[src/rtl/fetch_ctrl_pkg.sv]
// Shared constants for the fetch controller: word size, PC increment and FSM encodings.
package fetch_ctrl_pkg;

   localparam int unsigned INST_SIZE = 32;
   localparam int unsigned INCR_SIZE = 4;
   localparam logic [INST_SIZE-1:0] INST_SIZE_ZEROS = '0;

   localparam logic [1:0] FC_IDLE = 2'd0;
   localparam logic [1:0] FC_REQ  = 2'd1;
   localparam logic [1:0] FC_WAIT = 2'd2;

endpackage

[src/rtl/fetch_ctrl_if.sv]
// Instruction-memory request/response port between fetch_ctrl (master) and the memory (slave).
interface fetch_ctrl_if
   import fetch_ctrl_pkg::*;
#(
   parameter int unsigned XLEN = INST_SIZE
);
   logic            imem_req_valid;
   logic            imem_req_ready;
   logic [XLEN-1:0] imem_req_addr;
   logic            imem_rsp_valid;
   logic [XLEN-1:0] imem_rsp_data;

   modport master (
      output imem_req_valid,
      output imem_req_addr,
      input  imem_req_ready,
      input  imem_rsp_valid,
      input  imem_rsp_data
   );

   modport slave (
      input  imem_req_valid,
      input  imem_req_addr,
      output imem_req_ready,
      output imem_rsp_valid,
      output imem_rsp_data
   );
endinterface

[src/rtl/fetch_ctrl_buf.sv]
// fetch_buf: small FIFO of {instr, pc} entries with synchronous flush, count and full/empty.
module fetch_buf
   import fetch_ctrl_pkg::*;
#(
   parameter int unsigned DEPTH = 2,
   parameter int unsigned WIDTH = 2 * INST_SIZE
) (
   input  logic                     clk,
   input  logic                     rst,
   input  logic                     push,
   input  logic                     pop,
   input  logic                     flush,
   input  logic [WIDTH-1:0]         wdata,
   output logic [WIDTH-1:0]         rdata,
   output logic [$clog2(DEPTH):0]   count,
   output logic                     full,
   output logic                     empty
);
   localparam int unsigned PW = $clog2(DEPTH);

   logic [WIDTH-1:0] mem [DEPTH];
   logic [PW-1:0]    wr_ptr;
   logic [PW-1:0]    rd_ptr;
   logic [PW:0]      cnt;
   logic             do_pop;

   assign do_pop = pop && !empty;
   assign empty  = (cnt == '0);
   assign full   = (cnt == (PW+1)'(DEPTH));
   assign count  = cnt;
   assign rdata  = mem[rd_ptr];

   // Push while full is accepted only alongside a pop; the caller guarantees that.
   always_ff @(posedge clk or negedge rst) begin
      if (!rst) begin
         wr_ptr <= '0;
         rd_ptr <= '0;
         cnt    <= '0;
         for (int unsigned i = 0; i < DEPTH; i++) begin
            mem[i] <= '0;
         end
      end else if (flush) begin
         wr_ptr <= '0;
         rd_ptr <= '0;
         cnt    <= '0;
      end else begin
         if (push) begin
            mem[wr_ptr] <= wdata;
            wr_ptr      <= wr_ptr + PW'(1);
         end
         if (do_pop) begin
            rd_ptr <= rd_ptr + PW'(1);
         end
         cnt <= cnt + (PW+1)'(push) - (PW+1)'(do_pop);
      end
   end
endmodule

[src/rtl/fetch_ctrl.sv]
// fetch_ctrl: PC sequencing, single-outstanding imem requests, redirect/kill handling.
// Optional FETCH_CTRL_PERF_EN adds saturating stall and redirect counters.
module fetch_ctrl
   import fetch_ctrl_pkg::*;
#(
   parameter int unsigned        XLEN      = INST_SIZE,
   parameter logic [XLEN-1:0]    RESET_PC  = '0,
   parameter int unsigned        BUF_DEPTH = 2
) (
   input  logic            clk,
   input  logic            rst,
   fetch_ctrl_if.master    imem,
   input  logic            redir_valid,
   input  logic [XLEN-1:0] pc_ex,
   input  logic [XLEN-1:0] pc_disp,
   input  logic            dec_ready,
   output logic            instr_valid,
   output logic [XLEN-1:0] instr,
   output logic [XLEN-1:0] instr_pc
`ifdef FETCH_CTRL_PERF_EN
  ,output logic [31:0]     perf_stall_cnt,
   output logic [31:0]     perf_redir_cnt
`endif
);
   localparam int unsigned CW = $clog2(BUF_DEPTH) + 1;

   logic [1:0]        state;
   logic [XLEN-1:0]   pc;
   logic [XLEN-1:0]   inflight_pc;
   logic              kill;

   logic [XLEN-1:0]   redir_sum;
   logic [XLEN-1:0]   redir_tgt;
   logic              outstanding;
   logic              space_ok;
   logic              req_valid;
   logic              req_fire;
   logic              rsp_take;
   logic              push;
   logic              pop;

   logic [CW-1:0]     buf_count;
   logic              buf_full;
   logic              buf_empty;
   logic [2*XLEN-1:0] buf_rdata;

   assign redir_sum   = pc_ex + pc_disp;
   assign redir_tgt   = {redir_sum[XLEN-1:2], 2'b00};

   // The in-flight word already owns a buffer slot, so it counts against free space.
   assign outstanding = (state == FC_WAIT);
   assign space_ok    = (buf_count + CW'(outstanding)) < CW'(BUF_DEPTH);

   assign req_valid   = rst && (state == FC_REQ) && space_ok && !redir_valid;
   assign req_fire    = req_valid && imem.imem_req_ready;
   assign rsp_take    = (state == FC_WAIT) && imem.imem_rsp_valid;
   assign push        = rsp_take && !kill && !redir_valid && (!buf_full || pop);
   assign pop         = instr_valid && dec_ready && !redir_valid;

   assign imem.imem_req_valid = req_valid;
   assign imem.imem_req_addr  = rst ? pc : '0;

   assign instr_valid = rst && !buf_empty;
   assign instr       = rst ? buf_rdata[2*XLEN-1:XLEN] : '0;
   assign instr_pc    = rst ? buf_rdata[XLEN-1:0]      : '0;

   fetch_buf #(
      .DEPTH (BUF_DEPTH),
      .WIDTH (2 * XLEN)
   ) u_buf (
      .clk   (clk),
      .rst   (rst),
      .push  (push),
      .pop   (pop),
      .flush (redir_valid),
      .wdata ({imem.imem_rsp_data, inflight_pc}),
      .rdata (buf_rdata),
      .count (buf_count),
      .full  (buf_full),
      .empty (buf_empty)
   );

   // A redirect in WAIT without a response arms kill so the stale word is dropped on arrival.
   always_ff @(posedge clk or negedge rst) begin
      if (!rst) begin
         state       <= FC_IDLE;
         pc          <= RESET_PC;
         inflight_pc <= '0;
         kill        <= 1'b0;
      end else begin
         case (state)
            FC_IDLE: begin
               state <= FC_REQ;
            end
            FC_REQ: begin
               if (req_fire) begin
                  inflight_pc <= pc;
                  pc          <= pc + XLEN'(INCR_SIZE);
                  state       <= FC_WAIT;
               end
            end
            FC_WAIT: begin
               if (rsp_take) begin
                  kill  <= 1'b0;
                  state <= FC_REQ;
               end else if (redir_valid) begin
                  kill  <= 1'b1;
               end
            end
            default: begin
               state <= FC_IDLE;
            end
         endcase
         if (redir_valid) begin
            pc <= redir_tgt;
         end
      end
   end

`ifdef FETCH_CTRL_PERF_EN
   logic stall_ev;

   assign stall_ev = (state == FC_REQ) &&
                     ((req_valid && !imem.imem_req_ready) || buf_full);

   always_ff @(posedge clk or negedge rst) begin
      if (!rst) begin
         perf_stall_cnt <= '0;
         perf_redir_cnt <= '0;
      end else begin
         if (stall_ev && (perf_stall_cnt != '1)) begin
            perf_stall_cnt <= perf_stall_cnt + 32'd1;
         end
         if (redir_valid && (perf_redir_cnt != '1)) begin
            perf_redir_cnt <= perf_redir_cnt + 32'd1;
         end
      end
   end
`endif

endmodule

[src/flat_wrapper.sv]
// flat-port wrapper written by rule: the top's interface ports become plain ports
module fetch_ctrl_flat import fetch_ctrl_pkg::*;
#(
   parameter int unsigned        XLEN      = INST_SIZE,
   parameter logic [XLEN-1:0]    RESET_PC  = '0,
   parameter int unsigned        BUF_DEPTH = 2
)
  (clk, rst, redir_valid, pc_ex, pc_disp, dec_ready, instr_valid, instr, instr_pc, imem_imem_req_valid, imem_imem_req_addr, imem_imem_req_ready, imem_imem_rsp_valid, imem_imem_rsp_data);
  fetch_ctrl_if #(.XLEN(XLEN)) imem_i ();
  input  logic clk;
  input  logic rst;
  input  logic redir_valid;
  input  logic [XLEN-1:0] pc_ex;
  input  logic [XLEN-1:0] pc_disp;
  input  logic dec_ready;
  output logic instr_valid;
  output logic [XLEN-1:0] instr;
  output logic [XLEN-1:0] instr_pc;
  output wire logic [$bits(imem_i.imem_req_valid)-1:0] imem_imem_req_valid;
  output wire logic [$bits(imem_i.imem_req_addr)-1:0] imem_imem_req_addr;
  input wire logic [$bits(imem_i.imem_req_ready)-1:0] imem_imem_req_ready;
  input wire logic [$bits(imem_i.imem_rsp_valid)-1:0] imem_imem_rsp_valid;
  input wire logic [$bits(imem_i.imem_rsp_data)-1:0] imem_imem_rsp_data;
  assign imem_imem_req_valid = imem_i.imem_req_valid;
  assign imem_imem_req_addr = imem_i.imem_req_addr;
  assign imem_i.imem_req_ready = imem_imem_req_ready;
  assign imem_i.imem_rsp_valid = imem_imem_rsp_valid;
  assign imem_i.imem_rsp_data = imem_imem_rsp_data;
  fetch_ctrl #(.XLEN(XLEN), .RESET_PC(RESET_PC), .BUF_DEPTH(BUF_DEPTH)) u_core (.clk(clk), .rst(rst), .imem(imem_i), .redir_valid(redir_valid), .pc_ex(pc_ex), .pc_disp(pc_disp), .dec_ready(dec_ready), .instr_valid(instr_valid), .instr(instr), .instr_pc(instr_pc));
endmodule
[config.mk]
export PLATFORM = sky130hd
export DESIGN_NAME = fetch_ctrl_flat
export DESIGN_NICKNAME = d
export VERILOG_FILES = /design/src/rtl/fetch_ctrl_pkg.sv /design/src/rtl/fetch_ctrl_if.sv /design/src/rtl/fetch_ctrl_buf.sv /design/src/rtl/fetch_ctrl.sv /design/src/flat_wrapper.sv
export SDC_FILE = /design/constraint.sdc
export NUM_CORES = 1
export LEC_CHECK = 0
export ABC_AREA = 1
export BUFFER_PORTS_ARGS = -buffer_cell sky130_fd_sc_hd__buf_2
export CAP_MARGIN = 10
export CORE_MARGIN = 1.5
export CORE_UTILIZATION = 50
export CTS_CLUSTER_DIAMETER = 200
export CTS_CLUSTER_SIZE = 28
export DETAILED_ROUTE_END_ITERATION = 10
export PLACE_DENSITY = 0.82
export SYNTH_ARGS = -nofsm -noshare
export SYNTH_HDL_FRONTEND = slang
export SYNTH_SLANG_ARGS = --single-unit
[constraint.sdc]
create_clock -name clk -period 5.08 [get_ports clk]
set_input_delay 0.254 -clock clk [delete_from_list [all_inputs] [get_ports clk]]
set_output_delay 0.254 -clock clk [all_outputs]
set_load 0.1 [all_outputs]
==> metrics.txt, run 1 <==
CP Launch Type input port; Lkg Pwr 7.66 nW; Via-to-Cell Ratio 5.14; Die ar. about 24000 um2; fin crit period around 3.2 ns; final design utilization 0.586; DP HPWL 21.2 mm; Final period util 0.626; Core Box Area 22700 um2; die height approximately 160 um; Slowest-stage cell, CP inv_1; postcts setup bufs 0; Root Buffer clkbuf_16; RSZ-0062 raised after global routing no; IO Port Bufs 195; Layout area overhead 14.3%; I/O pin count 200; commonest non-fill, non-tap cell in the layout nand2_1; Total Power about 5.9 mW; Sink Count ~190; Hold WS slightly above 0.07 ns; internal power about 3.2 mW; Initial Util 0.512; hold endpoint u_core.u_buf.mem[96]; Clk Latency, worst-skew pair approximately 0.43 ns; TritonCTS clock tree done; post-synthesis average cell area approximately 6.8 um2; gr usage total 0.246; Highest Clock Rate 314 MHz; WHS Path Cells 3; synth warn 0; WL final approximately 29 mm; FFs w/ async S/R, synth 1.00; row count 55; Worst-path clk slew approximately 0.070 ns; crit path max fanout 51; reg-to-reg setup timing slack ~2.1 ns; clock power share 0.229; final setup fails 0; final worst-path setup slack ~1.9 ns; sequential group share of total power 0.369; critical path class in -> reg; RR Startpoint u_core.state[0]; Adder-Cell Fraction of Synth Area 0.0355; ys flop type dfrtp_1; via count of the first global-routing pass 9984; RD Place Congestion between 0.9 and 1; commonest non-fill, non-tap cells in the layout 493 x nand2_1, 255 x inv_1, 213 x nor2_1; Hold Vio Cnt, Final 0; initial antenna violation count 0; layout cell share with drive strength beyond 1 0.138; max-cap viol count 0; Placement Cell Area approximately 13000 um2; Congestion Overflow GR 0; post-place setup slack between 1.5 and 2 ns; met3 routed wirelength approximately 1.9 mm; Sw Share 0.466; largest family of logic cells by synthesized area simple AND/OR/NAND/NOR gates; combinational share of power 0.402; peak supply drop around 0.00026 V; Placed Cells ~2.1k; Final Cell Area 13300 um2; Syn Inst Count ~1.7k; area of the mapped netlist around 12000 um2; Max-slew headroom 0.303; post-synthesis xor/xnor area fraction 0.0143; vias 11.1k; wire length on met2 roughly 13 mm; WP buf/inv 6; Critical Path RT approximately 5.4 ns; Arr. time, crit path approximately 3.5 ns; Pre-antenna DRT Iters 7; post-synthesis mux area share 0; post-synth top area share 0.411; NetSw roughly 2.7 mW; Wirelength per Cell roughly 14 um; count of final max-slew check failures 0; total CTS buffers 17; critical hold path startpoint imem_imem_rsp_data[0]; compound-gate portion of the synthesized area 0.138; cell taking the most area after synthesis dfrtp_1; worst hold-check path type in -> reg; critical-path cell list dlygate4sd3_1 > buf_8 > inv_1 > nor3_1 > nand2_1 > inv_1 > nand2_2 > inv_1 > buf_4 > o21ai_0 > o22ai_1 > a21oi_1; CP top delay family buffers and inverters; CP most frequent cell inv_1; most area-consuming cells after synthesis dfrtp_1 41%, nand2_1 16%, o21ai_0 8.6%, inv_1 8.2%, nor2_1 6.9%; clock tree buffer depth 2; # diodes 0; Synth Area in Simple Gates 0.284; Post-Route M1 WL roughly 13 mm; Critical Path End Type flip-flop; fin nets between 1.5k and 2k; synth unique cells 40; status complete, no violations; Largest stage delay, worst path roughly 0.74 ns; drt initial violations slightly below 1k; setup TNS 0 ns; Power per Cell Area around 440 nW/um2; worst r2r path cells 10; R2R Path End u_core.pc[13]; pin slew with the least headroom to its limit between 1 and 1.5 ns; clk_skew ~0.010 ns; H-tree levels 4; first-pass GRT wire length 48.4 mm; number of synthesized flops with an enable pin 0; largest net degree at the start of global routing just under 200; Non-Filler Instances 2157; sequential fraction of the synthesis area 0.411; antenna-violating nets left 0; Horiz. Die Dim between 150 and 200 um; uppermost routed layer met4; #FFs+latches synth around 190; DRC viols 0
[tightest hold or removal path, cell delays in order]
cell,delay (ns)
buf_2,0.09
inv_1,0.05
o21ai_1,0.06
[sequential cells by signal, summed over array words and instances (netlist names)]
register,flops
u_core.state,2
u_core.inflight_pc,30
u_core.u_buf.count,2
u_core.u_buf.rd_ptr,1
u_core.kill,1
u_core.u_buf.wr_ptr,1
u_core.pc,30
u_core.u_buf.mem,124
[kinds of logic after synthesis]
family / Yosys count
buffers and inverters: 333
DFF: 191
xor gates and xnor gates: 19
AOI/OAI and AO/OA: 311
other: 1
and+or+nand+nor: 820
adders and majority gates: 33
[worst max path at each step]
stage	start	to	slack, ns	depth (start not counted)
finish	rst	u_core.pc[13]	1.90	12
CTS	rst	u_core.pc[13]	1.91	12
floorplan	u_core.u_buf.rd_ptr	instr[0]	2.57	5
detailed placement	redir_valid	u_core.u_buf.mem[93]	1.90	9
global placement	redir_valid	u_core.u_buf.mem[127]	2.00	9
global route	rst	u_core.pc[13]	1.62	12
[repair_timing]
item / CTS / global route
hold endpoints to repair: 27 / 0
gates resized for setup: 0 / 0
hold buffers: 1 / 0
[Yosys cell counts, types with 2 or more instances]
library cell    n
o22ai_1         3
nor2_1        213
dfrtp_1       191
inv_1         255
o21bai_1        3
nand3_1        67
nor3_1         15
o221ai_1        2
or2_1           2
xnor2_1         6
nand4_1         7
o21ai_2         3
nor2_4          3
buf_6           9
nand2_2         2
o21ai_0       199
ha_1           33
a21oi_1        46
buf_2          20
a31oi_1         4
nor2_2          2
nand3_2         6
xor2_1         13
nand3b_1        6
clkbuf_1       41
o21ai_1        47
buf_4           5
nand2_1       493
[layer usage]
layer / vias to the layer above / track usage
met5: - / 0
met4: 0 / 0.0830
met3: 56 / 0.0364
met2: 443 / 0.393
met1: 4965 / 0.345
li1: 5617 / -
[power groups by stage]
| stage | logic (mW) | clock network, mW | registers [mW] |
|---|---|---|---|
| 2_1_floorplan | 1.97 | 0 | 2.10 |
| 3_3_place_gp | 2.32 | 0 | 2.18 |
| 3_5_place_dp | 2.37 | 0 | 2.20 |
| 4_1_cts | 2.38 | 1.37 | 2.17 |
| 5_1_grt | 2.58 | 1.44 | 2.22 |
| 6_report | 2.37 | 1.36 | 2.18 |
[final cells by class]
type                    count  area, um2
multi-input cells        1187       5520
fillers                  2092       9410
flip-flops and latches    191       4780
repair buffers            206       1080
inverters                 256        961
well taps                 285        357
clock inverters            15        174
clock buffers              17        425
Power figures use the tool's default switching activity.
==> inputs of run 2 (changes only) <==
--- a/config.mk
+++ b/config.mk
@@ -13,7 +13,7 @@
 export CTS_CLUSTER_DIAMETER = 200
 export CTS_CLUSTER_SIZE = 28
 export DETAILED_ROUTE_END_ITERATION = 10
-export PLACE_DENSITY = 0.82
+export PLACE_DENSITY = 0.85
 export SYNTH_ARGS = -nofsm -noshare
 export SYNTH_HDL_FRONTEND = slang
 export SYNTH_SLANG_ARGS = --single-unit
==> constraint.sdc (replaced) <==
create_clock -name clk -period 2.76 [get_ports clk]
set_input_delay 0.138 -clock clk [delete_from_list [all_inputs] [get_ports clk]]
set_output_delay 0.138 -clock clk [all_outputs]
set_load 0.1 [all_outputs]
==> run 2 against run 1 <==
Against the previous run:
- clock skew down 0.00083 ns
- die area is the same
- via count grew 3.3%
- final cell count increased by 1.8%
- global-route usage increased by 2.0 points
- register-to-register slack got worse by 1.4 ns
- flip-flop and latch count unchanged
- wire length rose by 7.8%
- clock power is 82% higher
- hold slack got worse by 0.044 ns
- combinational power increased by 100%
- critical path depth fell by 7
- critical endpoint is now instr[21]
==> metrics.txt, run 2 (synthesized netlist as in run 1, its figures left out) <==
status complete, no violations; worst hold-check path type in -> reg; Highest Clock Rate 384 MHz; RSZ-0062 raised after global routing no; pin slew with the least headroom to its limit 0.663 ns; drt initial violations around 920; WHS Path Cells 3; Die ar. about 24000 um2; DP HPWL approximately 22 mm; critical path class reg -> out; Clk Latency, worst-skew pair roughly 0.43 ns; Power per Cell Area ~800 nW/um2; Horiz. Die Dim 156 um; largest net degree at the start of global routing roughly 120; first-pass GRT wire length 52.0 mm; worst r2r path cells 12; final setup fails 0; Root Buffer clkbuf_16; clock tree buffer depth 2; fin nets 2033; max-cap viol count 0; gr usage total 0.266; Lkg Pwr between 7 and 8 nW; Core Box Area approximately 23000 um2; RD Place Congestion 0.938; commonest non-fill, non-tap cells in the layout 493 x nand2_1, 255 x inv_1, 213 x nor2_1; DRC viols 0; Largest regs u_core.u_buf.mem (124), u_core.inflight_pc (30), u_core.pc (30); global-route met1 utilization 0.350; Worst-path clk slew roughly 0.07 ns; IO Port Bufs roughly 200; WL final around 32 mm; die height ~160 um; H-tree levels 4; final design utilization 0.622; total CTS buffers 17; layout cell share with drive strength beyond 1 0.139; Final period util 0.943; clk_skew between 0.009 and 0.01 ns; Largest register FFs roughly 120; peak supply drop around 0.00047 V; row count 55; I/O pin count 200; setup TNS 0 ns; Sink Count between 150 and 200; vias ~11k; via count of the first global-routing pass about 11k; count of final max-slew check failures 0; Hold Vio Cnt, Final 0; antenna-violating nets left 0; postcts setup bufs 0; Critical Path End Type output port; Total Power roughly 11 mW; fin crit period roughly 2.6 ns; met3 GRT Util 0.0381; TritonCTS clock tree done; Critical Path RT about 2.6 ns; # diodes 0; GRT busiest layer met2; Arr. time, crit path 2.46 ns; Initial Util 0.512; initial antenna violation count 0; largest register by flop count u_core.u_buf.mem; Layout area overhead 21.4%; crit path max fanout 65; Max-slew headroom 0.558; Via-to-Cell Ratio ~5.2; Pre-antenna DRT Iters 5; CP Launch Type flip-flop; commonest non-fill, non-tap cell in the layout nand2_1; grt met2 use 0.459; Congestion Overflow GR 0; Wirelength per Cell 14.4 um; Hold WS 0.0265 ns
==> run 2: worst paths after layout <==
path | startpoint | to | slack (ns)
max | u_core.u_buf.rd_ptr | instr[21] | 0.16
max in group asynchronous | rst | u_core.u_buf.mem[90] | 1.81
min in group asynchronous | rst | u_core.u_buf.mem[57] | 0.15
min | imem_imem_rsp_data[15] | u_core.u_buf.mem[47] | 0.03
min reg2reg | u_core.u_buf.mem[78] | u_core.u_buf.mem[78] | 0.48
max reg2reg | u_core.state[0] | u_core.pc[28] | 0.62
==> run 2: metrics by stage <==
| step | setup WS [ns] | instance area, um2 | instances |
|---|---|---|---|
| after floorplan | 0.282 | 11600 | 1711 |
| after global placement | 0.582 | 13200 | 2132 |
| after detailed placement | 0.597 | 13200 | 2132 |
| after CTS | 0.0716 | 14100 | 2196 |
| after global routing | 0.0675 | 14100 | 2196 |
| final | 0.157 | 14100 | 2196 |
==> run 2: cell type report <==
cell class	count	area, um2
clock inverters	15	173
multi-input cells	1187	5520
inverters	256	961
fillers	1998	8580
well taps	285	357
repair buffers	245	1910
clock buffers	17	425
flip-flops and latches	191	4780
==> run 2: worst max-delay path, stage by stage, from the launching register on <==
cell and delay [ns]:
dfrtp_4 0.73, inv_2 0.13, buf_4 0.37, nor2_1 0.11, nor2_1 0.16, buf_2 0.46
==> run 2: report_power, final <==
part / switching [mW] / internal (mW)
clock network: 1.12 / 1.36
logic: 3.58 / 1.27
registers: 0.494 / 3.52
total: 5.19 / 6.15
==> run 2: repair_timing <==
| item | in CTS | in global routing |
|---|---|---|
| gates resized for setup | 0 | 1 |
| hold buffers | 32 | 0 |
| hold endpoints to repair | 241 | 0 |
| endpoints found under the setup margin | 0 | 8 |
==> run 2: metal layers <==
metal	part of all wire	wire, um
met1	0.43	13700
met2	0.48	15300
met3	0.066	2070
met4	0.017	551
met5	0.00019	6
